## config.mk

```make
export PLATFORM = sky130hd
export DESIGN_NAME = logistic_sched
export DESIGN_NICKNAME = d
export VERILOG_FILES = /design/src/rtl/logistic_sched.sv
export SDC_FILE = /design/constraint.sdc
export NUM_CORES = 1
export LEC_CHECK = 0
export ABC_AREA = 0
export ABC_CLOCK_PERIOD_IN_PS = 7000
export CORE_ASPECT_RATIO = 1.75
export CORE_MARGIN = 10
export CORE_UTILIZATION = 56
export CTS_CLUSTER_DIAMETER = 150
export DETAILED_ROUTE_END_ITERATION = 16
export DONT_BUFFER_PORTS = 1
export PLACE_DENSITY = 0.74
export SLEW_MARGIN = 10
export SYNTH_ARGS = -nofsm -noshare
export SYNTH_HDL_FRONTEND = slang
export SYNTH_SLANG_ARGS = --single-unit
export TNS_END_PERCENT = 100
```

## constraint.sdc

```tcl
create_clock -name clk -period 7 [get_ports clk]
set_input_delay 1.75 -clock clk [delete_from_list [all_inputs] [get_ports clk]]
set_output_delay 1.75 -clock clk [all_outputs]
set_load 0.03 [all_outputs]
```

## src/rtl/logistic_sched.sv

```systemverilog
`timescale 1ns/1ps
// Logistic-map sweep scheduler: once per ITER_LEN clocks, iterates x <- r*x*(1-x) on every slot
// through one shared req/ack multiplier, writes each iterate as a phase increment, then steps r.
module logistic_sched #(
   parameter int unsigned N_OSC      = 8,
   parameter int unsigned ITER_LEN   = 7681,
   parameter int unsigned R_INC      = 4,
   parameter int unsigned FRAC       = 16,
   parameter int unsigned PHASE_BITS = 16,
   parameter int unsigned FREQ_RES   = 0,
   localparam int unsigned IDX_W     = (N_OSC > 1) ? $clog2(N_OSC) : 1
) (
   input  logic                  clk,
   input  logic                  reset,
   input  logic                  enable,
   output logic                  mul_req,
   output logic [FRAC+1:0]       mul_a,
   output logic [FRAC+1:0]       mul_b,
   input  logic                  mul_ack,
   input  logic [2*FRAC+3:0]     mul_p,
   output logic                  freq_we,
   output logic [IDX_W-1:0]      freq_idx,
   output logic [PHASE_BITS-1:0] freq_val,
   output logic [FRAC+1:0]       r_out,
   output logic                  busy,
   output logic                  sweep_done,
   output logic                  overrun
);

   localparam int unsigned CNT_W = (ITER_LEN > 1) ? $clog2(ITER_LEN) : 1;

   localparam logic [FRAC+1:0]   R_RESET   = (FRAC+2)'(3) << FRAC;
   localparam logic [FRAC+2:0]   R_LIMIT   = (FRAC+3)'(4) << FRAC;
   localparam logic [FRAC:0]     ONE       = (FRAC+1)'(1) << FRAC;
   localparam logic [IDX_W-1:0]  LAST_SLOT = IDX_W'(N_OSC - 1);
   localparam logic [CNT_W-1:0]  LAST_TICK = CNT_W'(ITER_LEN - 1);

   // Evenly spaced seeds in (0,1); also used to escape the x = 0 fixed point.
   function automatic logic [FRAC-1:0] seed_of(input int unsigned i);
      logic [FRAC+4:0] num;
      num = (FRAC+5)'(i + 1) << FRAC;
      return FRAC'(num / (FRAC+5)'(N_OSC + 1));
   endfunction

   typedef enum logic [2:0] {
      StIdle,
      StMul1,
      StMul2,
      StWrite,
      StDone
   } state_e;

   state_e              state_q, state_d;
   logic [IDX_W-1:0]    slot_q, slot_d;
   logic [FRAC-1:0]     t_q, t_d;
   logic [FRAC-1:0]     xn_q, xn_d;
   logic [FRAC+1:0]     r_q, r_d;
   logic [CNT_W-1:0]    cnt_q, cnt_d;
   logic                overrun_q, overrun_d;
   logic [FRAC-1:0]     x_q [N_OSC];
   logic                x_we;
   logic                start;
   logic [FRAC-1:0]     x_cur;
   logic [FRAC-1:0]     prod_hi;
   logic [FRAC+2:0]     r_sum;
   logic [FRAC-1:0]     seed_tab [N_OSC];

   for (genvar g = 0; g < N_OSC; g++) begin : g_seed
      assign seed_tab[g] = seed_of(g);
   end

   assign x_cur   = x_q[slot_q];
   assign prod_hi = mul_p[2*FRAC-1:FRAC];

   // Only the Q.FRAC slice of the product is meaningful here.
   logic unused_mul_p;
   assign unused_mul_p = ^{mul_p[2*FRAC+3:2*FRAC], mul_p[FRAC-1:0]};

   // Sweep timebase
   always_comb begin
      cnt_d = cnt_q;
      start = enable && (cnt_q == LAST_TICK);
      if (enable) begin
         cnt_d = (cnt_q == LAST_TICK) ? '0 : cnt_q + CNT_W'(1);
      end
   end

   always_comb begin
      state_d    = state_q;
      slot_d     = slot_q;
      t_d        = t_q;
      xn_d       = xn_q;
      r_d        = r_q;
      overrun_d  = overrun_q;
      x_we       = 1'b0;
      mul_req    = 1'b0;
      mul_a      = '0;
      mul_b      = '0;
      freq_we    = 1'b0;
      freq_idx   = '0;
      freq_val   = '0;
      sweep_done = 1'b0;
      busy       = (state_q != StIdle);
      r_sum      = {1'b0, r_q} + (FRAC+3)'(R_INC);

      if (start && (state_q != StIdle)) begin
         overrun_d = 1'b1;
      end

      unique case (state_q)
         StIdle: begin
            if (start) begin
               slot_d  = '0;
               state_d = StMul1;
            end
         end
         StMul1: begin
            mul_req = 1'b1;
            mul_a   = {2'b00, x_cur};
            mul_b   = {1'b0, ONE - {1'b0, x_cur}};
            if (mul_ack) begin
               t_d     = prod_hi;
               state_d = StMul2;
            end
         end
         StMul2: begin
            mul_req = 1'b1;
            mul_a   = r_q;
            mul_b   = {2'b00, t_q};
            if (mul_ack) begin
               xn_d    = (prod_hi == '0) ? seed_tab[slot_q] : prod_hi;
               x_we    = 1'b1;
               state_d = StWrite;
            end
         end
         StWrite: begin
            freq_we  = 1'b1;
            freq_idx = slot_q;
            freq_val = xn_q[FRAC-1 -: PHASE_BITS] >> FREQ_RES;
            if (slot_q < LAST_SLOT) begin
               slot_d  = slot_q + IDX_W'(1);
               state_d = StMul1;
            end else begin
               state_d = StDone;
            end
         end
         StDone: begin
            sweep_done = 1'b1;
            r_d        = (r_sum >= R_LIMIT) ? R_RESET : r_sum[FRAC+1:0];
            state_d    = StIdle;
         end
         default: begin
            state_d = StIdle;
         end
      endcase
   end

   always_ff @(posedge clk or posedge reset) begin
      if (reset) begin
         state_q   <= StIdle;
         slot_q    <= '0;
         t_q       <= '0;
         xn_q      <= '0;
         r_q       <= R_RESET;
         cnt_q     <= '0;
         overrun_q <= 1'b0;
         for (int unsigned i = 0; i < N_OSC; i++) begin
            x_q[i] <= seed_of(i);
         end
      end else begin
         state_q   <= state_d;
         slot_q    <= slot_d;
         t_q       <= t_d;
         xn_q      <= xn_d;
         r_q       <= r_d;
         cnt_q     <= cnt_d;
         overrun_q <= overrun_d;
         if (x_we) begin
            x_q[slot_q] <= xn_d;
         end
      end
   end

   assign r_out   = r_q;
   assign overrun = overrun_q;

endmodule
```

==> impl_results.md <==
- DP Area: 0.00982 mm2
- CP Data Required Time: 5.25 ns
- TritonRoute pass-1 iters: 5
- Max FO, Critical Path: 41
- Clock Path Buffers: 2
- Final setup viols: 0
- Leakage: 4.46 nW
- CP peak stage delay: 0.75 ns
- Final WL: 25.6 mm
- CP most frequent cell: nand2_1
- Gpl congestion: 0.888
- Fin. Hold Viols: 0
- Worst VDD drop: 204 uV
- Die area: 0.0231 mm2
- Post-CTS Setup Inserts: 0
- Post-DRT Antenna Nets: 0
- Post-DP HPWL: 17.8 mm
- Post-synthesis mux area share: 0.101
- Least-Margin Pin Slew: 1.17 ns
- Power per cell area: 337 mW/mm2
- Cell with the most instances after synthesis: nand2_1
- Fin crit period: 5.83 ns
- GRT Overall Usage: 0.222
- Proportion of layout cells with a drive suffix above 1: 0.187
- Crit start category: flip-flop
- XOR/XNOR share of the synthesized area: 0.0308
- Avg Cell Area, Syn: 10.1 um2
- Vias in the first global route: 7,185
- Post-CTS Resized: 0
- Setup TNS: 0 ns
- Largest family of logic cells by synthesized area: simple AND/OR/NAND/NOR gates
- Top delay family on crit path: simple AND/OR/NAND/NOR gates
- Async set or reset register ratio after synthesis: 1.00
- Area of the multi-input gates: 0.00433 mm2
- Synth Instances: 958
- Clk sinks: 196
- Post-synthesis register bit count: 196
- Top cell type by total area after synthesis: dfrtp_1
- Highest clock rate: 171 MHz
- WP data arrival: 4.08 ns
- Post-synth top area share: 0.336
- Worst-path cell chain: buf_4 -> mux2i_1 -> mux4_2 -> and2_1 -> ha_1 -> nand2_1 -> nor4_1 -> nand2_1 -> nor4_2
- Final Max Tran Viols: 0
- Fill count: 1,378
- Slew HR: 0.217
- EDFF count, synth: 0
- Synth top cells by count: 174 x nand2_1, 133 x o21ai_0, 130 x dfrtp_1, 66 x dfstp_2, 46 x nor2_1
- Status: finished clean
- Wirelength per Cell: 21.9 um
- Crit Path Category: reg -> out
- Largest net degree at the start of global routing: 79
- Critical path capture point type: primary output
- Diode count: 0
- Area Growth Syn to Fin: 7.54%
- Yosys cell types: 66
- Nets: 979
- Post-Synth Simple-Gate Area: 0.171
- Cell Rows: 63
- Synth Cell Area: 0.00968 mm2
- TritonCTS clock tree: built
- RSZ-0062 raised after global routing: false
- Remaining DRCs: 0
- Initial Util: 0.571
- Final worst path period share: 0.833
- Clk slew on worst S/H paths: 0.08 ns
- Root Buffer: clkbuf_16
- Synth area leaders: dfrtp_1 34%, dfstp_2 18%, o21ai_0 6.9%
- Post-CTS Hold Fix Bufs: 0
- Most used flip-flop cell after synthesis: dfrtp_1
- H-Tree Depth: 4
- Worst skew pair latency: 0.44 ns
- Vias per cell: 6.09
- DRT iter0 DRCs: 639
- CP max stage cell: nor4_2
- Die Y: 194 um
- Io pins: 118
- Via count: 7,145
- Worst Hold Class: reg -> reg
- Synth Area in Adders: 0.00776
- Finished Cell Area: 0.0104 mm2
- GR Overflow Total: 0
- Die width: 119 um
- Antenna violations before repair: 0
- Port Buffers: 0
- WP buf/inv: 1
- Yosys warning count: 0
- First-pass GRT wire length: 40.5 mm
- Flip-flop and latch area: 0.00499 mm2
- Max-Cap Viols: 0
- Core ar.: 0.0169 mm2
- CTS buffer count: 17
- Clock skew: 0.00779 ns
- Compound-Gate Fraction of Synth Area: 0.135
- Register area share after synthesis: 0.515
[cell type report]
type / instances / area share
clock inverters: 13 / 0.0130
inverters: 24 / 0.00938
flip-flops and latches: 196 / 0.479
well taps: 227 / 0.0273
repair buffers: 16 / 0.0115
multi-input cells: 678 / 0.416
clock buffers: 19 / 0.0436
[routing by layer]
| metal | up-vias | share of wire | track usage |
|---|---|---|---|
| met1 | 3604 | 0.40 | 0.260 |
| li1 | 3273 | - | - |
| met3 | 44 | 0.058 | 0.0481 |
| met2 | 224 | 0.52 | 0.383 |
| met4 | 0 | 0.028 | 0.0877 |
| met5 | - | 0 | 0 |
[kinds of logic after synthesis]
kind of cell	count (synthesis)
simple gates	338
xor+xnor	34
mux	70
fa+ha+maj	6
flops	196
buf+inv	86
other cells	1
compound gates	227
[path summary, 6_finish.rpt]
path / end / cells past startpoint / from / slack (ns)
setup / recovery: mul_b[16] / 9 / slot_q[1] / 1.17
hold / removal: x_q[20] / 2 / x_q[20] / 0.47
setup reg to reg: x_q[119] / 7 / state_q[1] / 3.90
hold reg to reg: x_q[20] / 2 / x_q[20] / 0.47
max in group asynchronous: x_q[73] / 2 / reset / 4.41
min in group asynchronous: x_q[16] / 1 / reset / 1.21
[per-stage QoR]
stage / setup WS [ns] / power [W] / cells / utilization / hold WS (ns)
finish: 1.17 / 0.00350 / 1173 / 0.614 / 0.466
global route: 0.996 / 0.00366 / 1173 / 0.614 / 0.473
CTS: 1.23 / 0.00351 / 1173 / 0.614 / 0.465
detailed placement: 1.71 / 0.00253 / 1141 / 0.579 / 0.454
global placement: 1.74 / 0.00251 / 1141 / 0.579 / 0.453
floorplan: 0.0186 / 0.00227 / 960 / - / 0.442
[worst min-delay path: stages (launching register included)]
cell and delay, ns:
dfstp_2 0.37, nand2_1 0.04, o21ai_1 0.05
[cells in the final DEF, fill, tap and decap left out, drive strengths merged, types with 17 or more instances in the layout]
master  Yosys  layout
inv        24      32
dfrtp     130     130
nor2       46      46
and2       30      30
nand2     174     174
clkbuf     40      19
mux2i      26      26
mux2       31      31
o21ai     157     157
nand3      17      17
dfstp      66      66
xnor2      18      18
[registers in the layout, indices dropped and copies added (netlist names)]
name     flops
x_q        128
r_out       16
t_q         16
xn_q        16
cnt_q       13
slot_q       3
state_q      3
overrun      1
[where the power goes]
group | switching (W) | internal (W) | leakage, nW
combinational | 0.000759 | 0.000314 | 1.78
sequential | 0.000139 | 0.00131 | 2.39
clock | 0.000460 | 0.000525 | 0.289
total | 0.00136 | 0.00215 | 4.46
No activity file was read; power rests on OpenSTA's default activity.
